**config.mk**
```make
export PLATFORM = sky130hd
export DESIGN_NAME = mux_feed_arbiter
export DESIGN_NICKNAME = d
export VERILOG_FILES = /design/src/rtl/mux_feed_arbiter_pkg.sv /design/src/rtl/mux_feed_arbiter_rr_pick.sv /design/src/rtl/mux_feed_arbiter.sv
export SDC_FILE = /design/constraint.sdc
export NUM_CORES = 1
export LEC_CHECK = 0
export ABC_AREA = 1
export CAP_MARGIN = 20
export CORE_MARGIN = 1
export CORE_UTILIZATION = 35
export DETAILED_ROUTE_END_ITERATION = 12
export DONT_BUFFER_PORTS = 1
export PLACE_DENSITY_LB_ADDON = 0.05
export SYNTH_ARGS = -nofsm -noshare
export SYNTH_HDL_FRONTEND = slang
export SYNTH_HIERARCHICAL = 1
export SYNTH_SLANG_ARGS = --single-unit
```
**constraint.sdc**
```tcl
create_clock -name clk -period 1.52 [get_ports clk]
set_input_delay 0.304 -clock clk [delete_from_list [all_inputs] [get_ports clk]]
set_output_delay 0.304 -clock clk [all_outputs]
set_load 0.05 [all_outputs]
```
**src/rtl/mux_feed_arbiter_pkg.sv**
```systemverilog
// mux_feed_arbiter_pkg: shared FSM state type and channel/select widths for the feed arbiter.
package mux_feed_arbiter_pkg;
    localparam int NUM_CH = 4;
    localparam int SEL_W = 2;
    typedef enum logic [1:0] {IDLE, PRESENT, DROP} state_e;
endpackage

```
**src/rtl/mux_feed_arbiter_rr_pick.sv**
```systemverilog
// rr_pick: first pending channel at or after ptr, wrapping modulo NUM_CH.
module rr_pick
    import mux_feed_arbiter_pkg::*;
(
    input  logic [0:NUM_CH-1] pending,
    input  logic [SEL_W-1:0]  ptr,
    output logic              found,
    output logic [SEL_W-1:0]  idx
);
    logic [SEL_W-1:0] c;
    // Scan farthest-first so the nearest pending channel is the last to win.
    always_comb begin
        found = 1'b0;
        idx = ptr;
        c = ptr;
        for (int k = NUM_CH - 1; k >= 0; k--) begin
            c = ptr + SEL_W'(k);
            if (pending[c]) begin
                found = 1'b1;
                idx = c;
            end
        end
    end
endmodule

```
**src/rtl/mux_feed_arbiter.sv**
```systemverilog
// mux_feed_arbiter: captures per-channel bits and presents pending channels round-robin
// to a downstream 4x1 mux, dropping a channel that waits TIMEOUT cycles for ready.
module mux_feed_arbiter
    import mux_feed_arbiter_pkg::*;
#(
    parameter int TIMEOUT = 15
)
(
    input  logic              clk,
    input  logic              rst,
    input  logic [0:NUM_CH-1] req,
    input  logic [0:NUM_CH-1] din,
    output logic [SEL_W-1:0]  s,
    output logic [0:NUM_CH-1] d,
    output logic              valid,
    input  logic              ready,
    output logic [0:NUM_CH-1] pending,
    output logic              overrun,
    output logic              drop
);
    localparam logic [7:0] LAST = 8'(TIMEOUT - 1);
    state_e            state_q, state_d;
    logic [SEL_W-1:0]  ptr_q, ptr_d, s_q, s_d, idx;
    logic [7:0]        cnt_q, cnt_d;
    logic [0:NUM_CH-1] hold_q, hold_d, pend_q, pend_d, clr;
    logic              valid_q, valid_d, overrun_q, overrun_d, drop_q, drop_d, found;
    rr_pick u_pick (
        .pending(pend_q),
        .ptr    (ptr_q),
        .found  (found),
        .idx    (idx)
    );
    // A release (accept or timeout) clears the presented channel; a coincident req re-sets it.
    always_comb begin
        state_d = state_q;
        s_d = s_q;
        ptr_d = ptr_q;
        cnt_d = cnt_q;
        clr = '0;
        case (state_q)
            IDLE: begin
                if (found) begin
                    state_d = PRESENT;
                    s_d = idx;
                end
            end
            PRESENT: begin
                if (ready || cnt_q == LAST) begin
                    clr[s_q] = 1'b1;
                    ptr_d = s_q + 2'd1;
                    cnt_d = '0;
                    state_d = ready ? IDLE : DROP;
                end else begin
                    cnt_d = cnt_q + 8'd1;
                end
            end
            default: state_d = IDLE;
        endcase
        pend_d = (pend_q & ~clr) | req;
        hold_d = (hold_q & ~req) | (din & req);
        overrun_d = |(req & pend_q & ~clr);
        valid_d = state_d == PRESENT;
        drop_d = state_d == DROP;
    end
    always_ff @(posedge clk) begin
        if (rst) begin
            state_q <= IDLE;
            ptr_q <= '0;
            cnt_q <= '0;
            hold_q <= '0;
            pend_q <= '0;
            s_q <= '0;
            valid_q <= 1'b0;
            overrun_q <= 1'b0;
            drop_q <= 1'b0;
        end else begin
            state_q <= state_d;
            ptr_q <= ptr_d;
            cnt_q <= cnt_d;
            hold_q <= hold_d;
            pend_q <= pend_d;
            s_q <= s_d;
            valid_q <= valid_d;
            overrun_q <= overrun_d;
            drop_q <= drop_d;
        end
    end
    assign s = s_q;
    assign d = hold_q;
    assign valid = valid_q;
    assign pending = pend_q;
    assign overrun = overrun_q;
    assign drop = drop_q;
endmodule
```
==> results.py, run 1 <==
metrics = {
    "cts": {
        "cts_hold_buf": 0,
        "clk_latency_ns": 0.26,
        "clockBufferDepth": 2,
        "tritoncts": "done",
        "numCtsBuffers": 3,
        "clock_sinks": 25,
        "htree_levels": 1,
        "path_clk_slew_ns": 0.09,
        "root_buffer": "clkbuf_8",
    },
    "critical_path": {
        "cp_top_family": "simple AND/OR/NAND/NOR gates",
        "critPathBufInv": 2,
        "cp.required_ns": 1.68,
        "reg2reg_depth": 11,
        "cp-start-kind": "register",
        "crit_cells": 11,
        "rr_endpoint": "s[0]",
        "worst-r2r-setup-slack_ns": 0.07,
        "worstPathCellList": "buf_12 > nand2_1 > nand3_2 > nand2_1 > nor2_2 > nand3_1 > nand2_1 > nor2_2 > inv_2 > o21ai_2 > a21oi_1",
        "crit_type": "reg -> reg",
        "cp-end-kind": "register",
        "cpPeakStageDelay_ns": 0.37,
        "critPathLaunch": "ptr_q[0]",
        "arrival_ns": 1.60,
        "path_common_cell": "nand2_1",
        "cp_slowest_cell": "dfxtp_4",
        "reg2reg_from": "ptr_q[0]",
        "crit_fanout": 6,
    },
    "route": {
        "wl_per_cell_um": 11.68,
        "ant_nets": 0,
        "drcViolationCount": 0,
        "via_per_inst": 4.659,
        "vias": 1202,
        "drt-pass1-iter-count": 4,
        "routed_wl_mm": 3.013,
        "first_iter_violations": 24,
    },
    "die": {
        "die_w_um": 63.70,
        "ios": 24,
        "design.die.area_sq_mm": 0.004058,
        "coreArea_sq_mm": 0.003661,
        "fp.dieH_um": 63.70,
        "rows": 22,
        "start_util": 0.3640,
    },
    "timing": {
        "max_freq_mhz": 691.8,
        "maxSlewViolCount": 0,
        "worst_pin_slew_ns": 0.5026,
        "fin_crit_sh": 0.9510,
        "slew-limit-headroom": 0.6645,
        "tns_ns": 0,
        "rsz0062_at_grt": "true",
        "hold_ws_ns": 0.08902,
        "finalSetupViolCount": 0,
        "fin_crit_ns": 1.445,
        "finalClockSkew_ns": 0.001786,
        "finalHoldViolations": 0,
    },
    "grt": {
        "grt_pass1_wl_mm": 5.126,
        "busiest_layer": "met2",
        "grt_max_degree": 14,
        "track_usage": 0.1601,
        "use_met2": 0.2766,
        "antenna_found_initial": 0,
        "grt_use_met1": 0.1993,
        "grt_pass1_vias": 1158,
        "grt_overflow_total": 0,
        "grtUsageMet3": 0.03261,
    },
    "logic_synthesis": {
        "netlist_area_sq_mm": 0.001333,
        "muxShareOfSynthArea": 0,
        "synth_top_family_by_area": "simple AND/OR/NAND/NOR gates",
        "yosysWarnings": 6,
        "synth_area_leaders": "dfxtp_1 38%, nand2_1 14%, inv_1 7.3%, nor2_1 5.9%, ha_1 5.6%",
        "synthAdderAreaFrac": 0.05634,
        "yosys.area_share.simple": 0.3296,
        "yosysTopAreaCellShare": 0.3756,
        "yosysMostFrequentCell": "nand2_1",
        "synth-compound-area-share": 0.1089,
        "synthFlopType": "dfxtp_1",
        "ys_seq_elements": 25,
        "synth-xor-area-share": 0.02629,
        "synth_cells": 193,
        "synth_fp_nets": 210,
        "ys_seq_area_frac": 0.3756,
        "synth.largest_area_cell": "dfxtp_1",
        "synth_top_cells_by_count": "50 x nand2_1, 26 x inv_1, 25 x dfxtp_1",
        "async_reset_ff_frac": 0,
        "syn_area_per_cell_sq_um": 6.904,
        "synth-edff-count": 0,
        "synth_cell_types": 26,
    },
    "worst_hold_path": {
        "hold_depth": 1,
        "hold_end": "pending[2]",
        "hp-class": "in -> reg",
        "hp-start": "rst",
    },
    "placement": {
        "hpwlAfterDp_mm": 2.242,
        "gp_congestion": 0.7844,
        "numPortBuffers": 0,
        "dpl-instance-area_sq_mm": 0.001470,
    },
    "layout": {
        "nets": 228,
        "n_antenna_cell": 0,
        "fillers": 373,
        "layout-drive-gt1-share": 0.3143,
        "area_growth_pct": 25.82,
        "design_area_sq_mm": 0.001677,
        "fin_util": 0.4580,
    },
    "run": {
        "max-cap-violations": 0,
    },
    "power": {
        "p_total_mw": 1.921,
        "powerDensity_mw_per_mm2": 1146,
        "p_leak_nw": 0.7673,
        "vdd_drop_max_mv": 0.4729,
    },
    "run_status": {
        "outcome": "completed",
    },
}
[routing by layer]
layer,vias to the layer above,part of all wire
li1,636,-
met1,534,0.46
met2,28,0.49
met3,4,0.042
met4,0,0.0080
met5,-,0
[area by class of cell]
cell class              instances  area, sq um  area share
well taps                      48        60.06     0.03582
inverters                      30        125.1     0.07463
flip-flops and latches         25        513.0      0.3060
repair buffers                 16        150.1     0.08955
clock buffers                   4        45.04     0.02687
multi-input cells             135        783.3      0.4672
[power breakdown]
group | switching (mW) | internal, mW
Sequential | 0.116 | 0.722
Clock | 0.206 | 0.187
Combinational | 0.430 | 0.260
Total | 0.752 | 1.17
[cells in the final DEF (no fill, tap or decap), types with 7 or more instances in the layout]
cell	n
nand2_2	14
buf_4	14
nand3_2	8
inv_1	24
dfxtp_1	17
nor2_1	19
a21oi_1	12
nand2_1	39
dfxtp_2	7
[kinds of logic after synthesis]
logic type | count (synthesis)
and+or+nand+nor | 100
buffers and inverters | 33
AOI/OAI and AO/OA | 25
DFF | 25
adders and majority gates | 6
xor gates and xnor gates | 4
[worst max path at each step]
stage | end | slack [ns]
3_5_place_dp | s[1] | 0.04
6_report | s[0] | 0.07
3_3_place_gp | overrun | 0.04
5_1_grt | s[0] | -0.06
2_1_floorplan | s[0] | 0.03
4_1_cts | overrun | 0.02
[timing repair]
item,4_1_cts,5_1_grt
resized for setup,0,37
setup endpoints to repair,0,15
setup buffers,0,4
[per-stage QoR]
stage                     std cells  setup slack (ns)
after floorplan                 193           0.03487
after global placement          249           0.04299
after detailed placement        249           0.03884
after CTS                       253           0.01635
after global routing            258          -0.05772
final                           258           0.07452
Power figures use the tool's default switching activity.
==> run 2: changes to the inputs <==
--- a/config.mk
+++ b/config.mk
@@ -11,7 +11,7 @@
 export CORE_UTILIZATION = 35
 export DETAILED_ROUTE_END_ITERATION = 12
 export DONT_BUFFER_PORTS = 1
-export PLACE_DENSITY_LB_ADDON = 0.05
+export PLACE_DENSITY = 0.49
 export SYNTH_ARGS = -nofsm -noshare
 export SYNTH_HDL_FRONTEND = slang
 export SYNTH_HIERARCHICAL = 1
==> run 2 against run 1 <==
Flip-flop and latch count unchanged. Clock power is essentially flat. Via count fell by 1.2%. Sequential power up 0.5%. First-iteration DRC count increased by 33%. Design area shrank 6.8%. Sequential share of layout area rose by 2.2 points. Clock-buffer cell count is the same. Setup slack better by 0.024 ns. Total power decreased by 4.5%. Critical path depth did not move. Non-clock buffer count down 3.
==> results.py, run 2 (same netlist as run 1, synthesis figures left out) <==
metrics = {
    "worst_hold_path": {
        "hp-class": "in -> reg",
        "hold_depth": 1,
        "hold_end": "pending[2]",
        "hp-start": "rst",
    },
    "timing": {
        "finalClockSkew_ns": 0.002725,
        "fin_crit_ns": 1.421,
        "fin_crit_sh": 0.9352,
        "worst_pin_slew_ns": 0.5050,
        "finalHoldViolations": 0,
        "slew-limit-headroom": 0.6629,
        "hold_ws_ns": 0.09060,
        "tns_ns": 0,
        "finalSetupViolCount": 0,
        "rsz0062_at_grt": "true",
        "maxSlewViolCount": 0,
        "max_freq_mhz": 703.5,
    },
    "critical_path": {
        "cp_slowest_cell": "dfxtp_4",
        "cp-start-kind": "register",
        "rr_endpoint": "s[0]",
        "worst-r2r-setup-slack_ns": 0.1,
        "worstPathCellList": "buf_6 > o21ai_2 > nand2_1 > nand2_1 > inv_2 > nand3_1 > nand2_1 > nor2_2 > inv_2 > o21ai_1 > a21oi_1",
        "crit_fanout": 6,
        "arrival_ns": 1.58,
        "path_common_cell": "nand2_1",
        "cpPeakStageDelay_ns": 0.38,
        "cp.required_ns": 1.68,
        "cp-end-kind": "register",
        "reg2reg_from": "ptr_q[0]",
        "reg2reg_depth": 11,
        "crit_type": "reg -> reg",
    },
    "die": {
        "die_w_um": 63.70,
        "rows": 22,
        "coreArea_sq_mm": 0.003661,
        "ios": 24,
        "design.die.area_sq_mm": 0.004058,
        "fp.dieH_um": 63.70,
        "start_util": 0.3640,
    },
    "run_status": {
        "outcome": "completed",
    },
    "placement": {
        "numPortBuffers": 0,
        "gp_congestion": 0.8302,
        "dpl-instance-area_sq_mm": 0.001450,
        "dp_cells": 248,
        "hpwlAfterDp_mm": 2.123,
    },
    "layout": {
        "nets": 225,
        "design_area_sq_mm": 0.001563,
        "layout-drive-gt1-share": 0.2367,
        "layout_common_cells": "48 x nand2_1, 24 x inv_1, 20 x nor2_1",
        "fin_util": 0.4269,
        "area_growth_pct": 17.28,
        "fin_cells": 255,
        "mostFrequentLayoutCell": "nand2_1",
        "fillers": 381,
        "n_antenna_cell": 0,
    },
    "power": {
        "powerDensity_mw_per_mm2": 1174,
        "p_leak_nw": 0.7335,
        "vdd_drop_max_mv": 0.5990,
    },
    "grt": {
        "grt_pass1_wl_mm": 4.899,
        "grt_pass1_vias": 1126,
        "antenna_found_initial": 0,
        "grt_overflow_total": 0,
        "track_usage": 0.1531,
        "grt_max_degree": 14,
    },
    "route": {
        "via_per_inst": 4.659,
        "drt-pass1-iter-count": 7,
        "wl_per_cell_um": 11.00,
        "vias": 1188,
        "drcViolationCount": 0,
        "ant_nets": 0,
        "first_iter_violations": 32,
        "routed_wl_mm": 2.806,
    },
    "cts": {
        "htree_levels": 1,
        "numCtsBuffers": 3,
        "path_clk_slew_ns": 0.08,
        "root_buffer": "clkbuf_8",
        "clk_latency_ns": 0.26,
        "cts_hold_buf": 0,
        "clockBufferDepth": 2,
        "clock_sinks": 25,
        "tritoncts": "done",
    },
    "run": {
        "max-cap-violations": 0,
    },
}
-- run 2: area by class of cell --
class	count	area [sq um]	share of cell area
tap	48	60.06	0.03843
timing repair buffer	13	101.3	0.06485
multi-input combinational	135	728.2	0.4660
clock buffer	4	45.04	0.02882
inverter	30	115.1	0.07366
sequential	25	513.0	0.3283
-- run 2: critical path, delay by kind of cell, from the launching register on --
family | cells | cell delay, ns
and+or+nand+nor | 5 | 0.41
DFF | 1 | 0.38
AOI/OAI and AO/OA | 3 | 0.31
buffers and inverters | 3 | 0.24
-- run 2: repair_timing --
item,in CTS,in global routing
gates resized for setup,1,20
setup buffers,0,3
pin swaps,0,6
setup endpoints to repair,2,11
-- run 2: metal layers --
layer	vias to the layer above	wire length [um]	GRT usage	share of wire
met2	20	1316	0.2686	0.47
li1	631	-	-	-
met5	-	0	0	0
met3	2	125	0.04710	0.045
met4	0	17	0.03409	0.0061
met1	535	1347	0.1800	0.48
-- run 2: worst max path at each step --
stage / from / end / slack, ns / cells after the start
global route: ptr_q[0] / s[1] / -0.05 / 11
finish: ptr_q[0] / s[0] / 0.1 / 11
CTS: ptr_q[1] / s[0] / 0.03 / 12
detailed placement: ptr_q[0] / s[0] / -0.03 / 11
global placement: ptr_q[0] / s[0] / 0.02 / 11
floorplan: pending[1] / s[0] / 0.03 / 11
-- run 2: stage by stage --
step | power [mW] | setup WS [ns]
after floorplan | 1.267 | 0.03487
after global placement | 1.400 | 0.01793
after detailed placement | 1.403 | -0.03454
after CTS | 1.800 | 0.02950
after global routing | 1.963 | -0.04743
final | 1.834 | 0.09850
-- run 2: power by group --
part           switching (mW)  internal (mW)
Combinational           0.387          0.215
Sequential              0.120          0.722
Clock                   0.203          0.187
==> run 3: changes to the inputs <==
--- a/config.mk
+++ b/config.mk
@@ -11,6 +11,7 @@
 export CORE_UTILIZATION = 35
 export DETAILED_ROUTE_END_ITERATION = 12
 export DONT_BUFFER_PORTS = 1
+export MAX_ROUTING_LAYER = met4
 export PLACE_DENSITY = 0.49
 export SYNTH_ARGS = -nofsm -noshare
 export SYNTH_HDL_FRONTEND = slang
==> run 3 against run 2 <==
Fmax barely moved. First-iteration DRC count is the same. Register-to-register slack is essentially flat. Via count did not move. Wire length about the same.
==> results.py, run 3 (same netlist as run 1, synthesis figures left out) <==
metrics = {
    "route": {
        "routed_wl_mm": 2.807,
        "vias": 1188,
        "drcViolationCount": 0,
        "drt-met1-wl_mm": 1.348,
        "route.met3.wl_um": 128,
        "ant_nets": 0,
        "via_per_inst": 4.659,
        "drt-pass1-iter-count": 7,
        "routed.top_layer": "met4",
        "first_iter_violations": 32,
        "wl_per_cell_um": 11.01,
        "wl_met2_mm": 1.315,
    },
    "timing": {
        "slew-limit-headroom": 0.6628,
        "finalHoldViolations": 0,
        "finalSetupViolCount": 0,
        "maxSlewViolCount": 0,
        "finalClockSkew_ns": 0.002725,
        "worst_pin_slew_ns": 0.5050,
        "rsz0062_at_grt": "true",
        "fin_crit_ns": 1.422,
        "fin_crit_sh": 0.9352,
        "max_freq_mhz": 703.5,
        "tns_ns": 0,
    },
    "placement": {
        "gp_congestion": 0.8429,
        "hpwlAfterDp_mm": 2.123,
        "numPortBuffers": 0,
    },
    "cts": {
        "clockBufferDepth": 2,
        "clk_latency_ns": 0.26,
        "tritoncts": "done",
        "clock_sinks": 25,
        "htree_levels": 1,
        "path_clk_slew_ns": 0.08,
        "root_buffer": "clkbuf_8",
        "numCtsBuffers": 3,
    },
    "critical_path": {
        "cpPeakStageDelay_ns": 0.38,
        "path_common_cell": "nand2_1",
        "arrival_ns": 1.58,
        "cp-start-kind": "register",
        "crit_fanout": 6,
        "cp-end-kind": "register",
        "cp_slowest_cell": "dfxtp_4",
        "crit_type": "reg -> reg",
        "cp.required_ns": 1.68,
        "worstPathCellList": "buf_6 > o21ai_2 > nand2_1 > nand2_1 > inv_2 > nand3_1 > nand2_1 > nor2_2 > inv_2 > o21ai_1 > a21oi_1",
    },
    "grt": {
        "grt_pass1_wl_mm": 4.892,
        "track_usage": 0.1574,
        "antenna_found_initial": 0,
        "grt_overflow_total": 0,
        "grt_pass1_vias": 1128,
        "grt_max_degree": 14,
    },
    "die": {
        "design.die.area_sq_mm": 0.004058,
        "coreArea_sq_mm": 0.003661,
        "die_w_um": 63.70,
        "start_util": 0.3640,
        "rows": 22,
        "fp.dieH_um": 63.70,
        "ios": 24,
    },
    "layout": {
        "nets": 225,
        "fin_util": 0.4269,
        "area_growth_pct": 17.28,
        "layout_common_cells": "48 x nand2_1, 24 x inv_1, 20 x nor2_1",
        "layout-drive-gt1-share": 0.2367,
        "mostFrequentLayoutCell": "nand2_1",
        "n_antenna_cell": 0,
    },
    "worst_hold_path": {
        "hp-class": "in -> reg",
    },
    "run": {
        "max-cap-violations": 0,
    },
    "power": {
        "vdd_drop_max_mv": 0.5978,
        "p_leak_nw": 0.7335,
        "powerDensity_mw_per_mm2": 1173,
    },
    "run_status": {
        "outcome": "completed",
    },
}
==> run 3: metrics by stage <==
step                hold WS, ns  power (mW)  cell area (sq um)  setup slack (ns)  std cells
floorplan                0.3808       1.267               1338           0.03487        193
global placement         0.3703       1.400               1450           0.01793        248
detailed placement       0.3715       1.403               1450          -0.03454        248
CTS                     0.08065       1.800               1496           0.02950        252
global route            0.07360       1.963               1563          -0.04743        255
finish                  0.09172       1.833               1563           0.09848        255
==> run 3: what timing repair did <==
item                                    4_1_cts  5_1_grt
pin swaps                                     0        6
hold buffers                                  0        0
buffers inserted                              0        3
gates resized for setup                       1       20
endpoints found under the setup margin        2       11
==> run 3: report_power, final <==
group / internal [mW] / switching [mW]
Clock: 0.187 / 0.202
Sequential: 0.722 / 0.120
Combinational: 0.215 / 0.387
==> run 3: layer usage <==
metal  global-route usage  vias up
met2               0.2686       20
met3              0.04710        2
met1               0.1800      535
li1                     -      631
met5                    -        -
met4              0.03409        0
==> run 3: area by class of cell <==
type / count / area (sq um)
sequential: 25 / 513.0
fill: 381 / 2098
multi-input combinational: 135 / 728.2
tap: 48 / 60.06
inverter: 30 / 115.1
timing repair buffer: 13 / 101.3
clock buffer: 4 / 45.04
==> run 3: final timing paths <==
path / from / endpoint / slack [ns] / depth (start not counted)
worst min register to register: cnt_q[0] / cnt_q[0] / 0.49 / 2
worst min-delay path: rst / pending[2] / 0.09 / 1
worst max-delay path: ptr_q[0] / s[0] / 0.1 / 11
worst max register to register: ptr_q[0] / s[0] / 0.1 / 11
==> run 3: critical path, delay by kind of cell, from the launching register on <==
family                 cells  cell delay [ns]
AND/OR/NAND/NOR            5             0.41
flip-flops                 1             0.38
AO/OA/AOI/OAI              3             0.31
buffers and inverters      3             0.24
